<file path="src/rtl/i2c_xfer_sequencer.sv">
// Sequences the byte-level I2C core through complete register-write and
// register-read transfers from a single command, with NACK and watchdog status.
module i2c_xfer_sequencer #(
  parameter int TIMEOUT_CYCLES = 65535
) (
  input  logic       clk,
  input  logic       reset,
  input  logic       cmd_valid,
  output logic       cmd_ready,
  input  logic       cmd_rw,
  input  logic [6:0] cmd_dev,
  input  logic [7:0] cmd_reg,
  input  logic [7:0] cmd_wdata,
  output logic       xfer_done,
  output logic [1:0] xfer_status,
  output logic [7:0] rd_data,
  output logic       start_cond,
  output logic       write_byte,
  output logic       pointer,
  output logic       read,
  output logic       stop_cond,
  output logic [7:0] byte_to_write,
  input  logic       start_done,
  input  logic       write_done,
  input  logic       read_done,
  input  logic       stop_done,
  input  logic       ack_w,
  input  logic [7:0] byte_r
);

  localparam int WD_W = $clog2(TIMEOUT_CYCLES + 1);

  typedef enum logic [3:0] {
    IDLE, START, DEVW, REG, WDATA, RSTART, DEVR, RDB, STOP, GAP, DONE
  } state_t;

  state_t          state, state_d;
  state_t          after_gap, after_gap_d;
  logic [WD_W-1:0] wd_cnt;
  logic            wd_expired;
  logic            accept, is_phase, nack_hit, timeout_hit;
  logic            rw_q;
  logic [6:0]      dev_q;
  logic [7:0]      reg_q, wdata_q;
  logic [1:0]      status_q;
  logic [7:0]      rd_q;

  assign wd_expired  = (wd_cnt == WD_W'(TIMEOUT_CYCLES - 1));
  assign xfer_status = status_q;
  assign rd_data     = rd_q;

  always_comb begin
    state_d       = state;
    after_gap_d   = after_gap;
    accept        = 1'b0;
    is_phase      = 1'b0;
    nack_hit      = 1'b0;
    timeout_hit   = 1'b0;
    cmd_ready     = 1'b0;
    xfer_done     = 1'b0;
    start_cond    = 1'b0;
    write_byte    = 1'b0;
    pointer       = 1'b0;
    read          = 1'b0;
    stop_cond     = 1'b0;
    byte_to_write = 8'h00;
    case (state)
      IDLE: begin
        cmd_ready = ~reset;
        accept    = cmd_valid & ~reset;
        if (accept) state_d = START;
      end
      START, RSTART: begin
        is_phase   = 1'b1;
        start_cond = 1'b1;
        if (start_done) begin
          state_d     = GAP;
          after_gap_d = (state == START) ? DEVW : DEVR;
        end
      end
      DEVW, REG, WDATA, DEVR: begin
        is_phase   = 1'b1;
        write_byte = 1'b1;
        pointer    = (state == DEVW) || (state == DEVR);
        case (state)
          DEVW:    byte_to_write = {dev_q, 1'b0};
          REG:     byte_to_write = reg_q;
          WDATA:   byte_to_write = wdata_q;
          default: byte_to_write = {dev_q, 1'b1};
        endcase
        if (write_done) begin
          state_d = GAP;
          if (ack_w) begin
            nack_hit    = 1'b1;
            after_gap_d = STOP;
          end else begin
            case (state)
              DEVW:    after_gap_d = REG;
              REG:     after_gap_d = rw_q ? RSTART : WDATA;
              WDATA:   after_gap_d = STOP;
              default: after_gap_d = RDB;
            endcase
          end
        end
      end
      RDB: begin
        is_phase = 1'b1;
        read     = 1'b1;
        if (read_done) begin
          state_d     = GAP;
          after_gap_d = STOP;
        end
      end
      STOP: begin
        is_phase  = 1'b1;
        stop_cond = 1'b1;
        if (stop_done) state_d = DONE;
      end
      GAP:     state_d = after_gap;
      DONE: begin
        xfer_done = 1'b1;
        state_d   = IDLE;
      end
      default: state_d = IDLE;
    endcase
    // A completion arriving on the last watchdog cycle still wins.
    if (is_phase && (state_d == state) && wd_expired) begin
      state_d     = DONE;
      timeout_hit = 1'b1;
    end
  end

  always_ff @(posedge clk) begin
    if (reset) begin
      state     <= IDLE;
      after_gap <= IDLE;
      wd_cnt    <= '0;
      status_q  <= 2'b00;
      rd_q      <= 8'h00;
    end else begin
      state     <= state_d;
      after_gap <= after_gap_d;
      wd_cnt    <= (is_phase && (state_d == state)) ? wd_cnt + 1'b1 : '0;
      if (accept)           status_q <= 2'b00;
      else if (timeout_hit) status_q <= 2'b10;
      else if (nack_hit)    status_q <= 2'b01;
      if ((state == RDB) && read_done) rd_q <= byte_r;
    end
  end

  // Command fields are only sampled on accept; they need no reset.
  always_ff @(posedge clk) begin
    if (accept) begin
      rw_q    <= cmd_rw;
      dev_q   <= cmd_dev;
      reg_q   <= cmd_reg;
      wdata_q <= cmd_wdata;
    end
  end

endmodule

</file>
<file path="config.mk">
export PLATFORM = sky130hd
export DESIGN_NAME = i2c_xfer_sequencer
export DESIGN_NICKNAME = d
export VERILOG_FILES = /design/src/rtl/i2c_xfer_sequencer.sv
export SDC_FILE = /design/constraint.sdc
export NUM_CORES = 1
export LEC_CHECK = 0
export BUFFER_PORTS_ARGS = -buffer_cell sky130_fd_sc_hd__clkbuf_2
export CORE_ASPECT_RATIO = 0.7
export CORE_MARGIN = 2
export CORE_UTILIZATION = 30
export CTS_CLUSTER_DIAMETER = 150
export DETAILED_ROUTE_END_ITERATION = 16
export PLACE_DENSITY = 0.47
export SLEW_MARGIN = 20
export SYNTH_ARGS = -nofsm -noshare
export SYNTH_HDL_FRONTEND = slang
export SYNTH_SLANG_ARGS = --single-unit
</file>
<file path="constraint.sdc">
create_clock -name clk -period 2.4 [get_ports clk]
set_clock_uncertainty 0.2 [all_clocks]
set_input_delay 0.12 -clock clk [delete_from_list [all_inputs] [get_ports clk]]
set_output_delay 0.12 -clock clk [all_outputs]
set_load 0.05 [all_outputs]
</file>
==> results.py <==
metrics = {
    "global_routing": {
        "grt_pass1_vias": 2485,
        "antenna_found_initial": 0,
        "grt_overflow_total": 0,
        "grt_use_total": 0.160,
        "grt_pass1_wl_mm": 12.8,
        "grt_start_max_net_pins": 20,
    },
    "synthesis": {
        "synth_compound_area_frac": 0.149,
        "synth.top_cell.area_share": 0.255,
        "ys_types": 52,
        "netlist_instances": 296,
        "synth_area_um2": 2830,
        "ys_warn_count": 0,
        "synth_fp_nets": 338,
        "synth_area_per_cell_um2": 9.56,
        "synth_area_leader_cell": "edfxtp_1",
        "synth_xor_area_frac": 0.0495,
        "ys_seq_area_frac": 0.495,
        "synthMuxAreaShare": 0.0141,
        "synth_async_sr_flop_share": 0,
        "synthAdderAreaFrac": 0.00884,
        "ys_ff_latch": 58,
        "yosys.area_share.simple": 0.241,
        "synth_area_leaders": "edfxtp_1, dfxtp_1, a21oi_1",
        "synth_edf_count": 24,
        "ys.flop_type": "dfxtp_1",
        "synth_top_family_by_area": "simple AND/OR/NAND/NOR gates",
    },
    "drt": {
        "drt_pre_antenna_iters": 4,
        "drt_iter0_markers": 262,
        "drtAntennaViolNets": 0,
        "route.vias.total": 2632,
        "wire_per_inst_um": 14.0,
        "wl_mm": 7.64,
        "drcViolationCount": 0,
        "viasPerCell": 4.82,
    },
    "pwr": {
        "clkPwrFrac": 0.475,
        "p_seq_frac": 0.419,
        "leakagePower_nw": 1.53,
        "p_int_mw": 1.97,
        "p_total_mw": 2.58,
        "combPwrFrac": 0.107,
        "powerDensity_nw_per_um2": 624,
        "netSwitchingFraction": 0.233,
        "p_sw_uw": 601,
        "vdd_ir_drop_max_v": 0.000305,
    },
    "placement": {
        "gp_congestion": 0.817,
        "dp.cells": 494,
        "hpwl_mm": 5.48,
        "placed_area_um2": 3470,
        "portBuffers": 64,
    },
    "job": {
        "cap_violations": 0,
    },
    "sta": {
        "report.final.hold_viol_count": 0,
        "post-route-min-period_ns": 2.28,
        "final-setup-viol-count": 0,
        "setup-tns-final_ns": 0,
        "tightest_slew_ns": 0.430,
        "slew_violations": 0,
        "maxSlewHeadroom": 0.711,
        "fmax_mhz": 438,
        "rsz0062_at_grt": "false",
        "final.period_utilization": 0.951,
    },
    "hold_path": {
        "hp-class": "input port to register",
    },
    "clock_tree": {
        "cts_made_buffers": 9,
        "root_buffer": "clkbuf_16",
        "cts_tree": "built",
        "clk_pin_slew_ns": 0.05,
        "clk_path_buf_depth": 2,
        "clk_latency_ns": 0.32,
        "clock-sinks": 58,
        "clock_tree.htree_level_count": 3,
    },
    "setup_path": {
        "arrival_ns": 1.96,
        "crit_type": "register to primary output",
        "end_kind": "primary output",
        "path_max_fanout": 17,
        "worst_ep_required_time_ns": 2.08,
        "start_kind": "register",
    },
    "cells_and_area": {
        "fin_cells": 546,
        "fillers": 881,
        "final_nets": 459,
        "drive_above_1_share": 0.303,
        "area_growth_pct": 45.9,
        "fin_util": 0.453,
        "diodes": 0,
        "postLayoutCellArea_um2": 4130,
    },
    "floorplanning": {
        "die_h_um": 85.3,
        "core-area_um2": 9110,
        "rows": 29,
        "ioPinCount": 65,
        "dieWidth_um": 120,
        "die_area_um2": 10200,
        "start_util": 0.311,
    },
    "run_status": {
        "status": "complete, no violations",
    },
}
-- state kept, by name, indices dropped and copies added (netlist names) --
| name | cells |
|---|---|
| rw_q | 1 |
| after_gap | 4 |
| dev_q | 7 |
| xfer_status | 2 |
| state | 4 |
| rd_data | 8 |
| reg_q | 8 |
| wdata_q | 8 |
| wd_cnt | 16 |
-- final timing paths --
kind	start	endpoint	slack [ns]	depth (start not counted)
setup / recovery	state[2]$_SDFF_PP0_	byte_to_write[2]	0.12	8
hold / removal	ack_w	after_gap[0]$_SDFFE_PP0P_	0.04	4
setup reg to reg	wd_cnt[6]$_SDFF_PP0_	wd_cnt[10]$_SDFF_PP0_	0.25	6
hold reg to reg	rd_data[3]$_SDFFE_PP0P_	rd_data[3]$_SDFFE_PP0P_	0.26	2
-- timing repair --
action,CTS,global route
hold buffers,34,0
gates resized for setup,4,7
setup endpoints to repair,7,6
pin swaps,0,1
endpoints found under the hold margin,34,0
setup buffers,0,2
-- power by group through the flow --
stage,Combinational [mW],Sequential [mW],Clock (mW)
floorplan,0.135,1.09,0
global placement,0.233,1.10,0
detailed placement,0.230,1.10,0
CTS,0.274,1.08,1.25
global route,0.301,1.08,1.30
finish,0.275,1.08,1.22
-- final cells by class --
type	instances	area, µm²	share of cell area
clock buffer	9	225	0.0545
tap	124	155	0.0376
multi-input combinational	212	1350	0.326
clock inverter	7	60.1	0.0145
sequential	58	1410	0.341
inverter	10	41.3	0.0100
timing repair buffer	126	893	0.216
-- stage by stage --
step	worst slack [ns]	hold slack, ns
after floorplan	-0.0382	0.0189
after global placement	0.175	0.0971
after detailed placement	0.191	0.0986
after CTS	0.00707	0.0163
after global routing	0.00212	0.0463
final	0.118	0.0388
-- cell usage in the layout (no fill, tap or decap), drive strengths merged, types with 9 or more instances in the layout --
cell,instances
o21ai,11
a21oi,25
nand3,19
nor2,15
dlygate4sd3,34
nor4,19
inv,9
xnor2,11
edfxtp,24
buf,28
nand2,29
nor3,14
dfxtp,34
clkbuf,73
-- per-layer routing --
| metal | global-route usage | vias up | routed length, µm |
|---|---|---|---|
| met5 | 0 | - | 0 |
| met4 | 0.0481 | 0 | 50 |
| met3 | 0.0484 | 4 | 521 |
| met2 | 0.227 | 83 | 3180 |
| met1 | 0.234 | 1208 | 3890 |
| li1 | - | 1337 | - |
-- cell usage after synthesis (3+ instances only) --
library cell / n
a21oi_1: 25
a22oi_1: 8
a31oi_1: 4
and2_1: 3
buf_2: 8
clkbuf_1: 4
dfxtp_1: 34
edfxtp_1: 24
inv_1: 9
mux2i_1: 4
nand2_1: 29
nand2b_1: 4
nand3_1: 19
nand4_1: 5
nor2_1: 14
nor2b_1: 5
nor3_1: 12
nor4_1: 18
o21ai_0: 11
xnor2_1: 11
xor2_1: 5
-- kinds of logic after synthesis --
family / count (synthesis)
adders and majority gates: 2
AOI/OAI and AO/OA: 65
DFF: 58
muxes: 4
and+or+nand+nor: 125
xor gates and xnor gates: 16
buffers and inverters: 26
-- worst max-delay path: stages (launching register included) --
cell and delay (ns):
dfxtp_2 0.52, nand2b_1 0.16, nor3_1 0.17, buf_4 0.19, nor2_2 0.06, buf_4 0.16, nand2_1 0.08, a21oi_2 0.05
clkbuf_2 0.24
(Power assumes the default switching activity.)
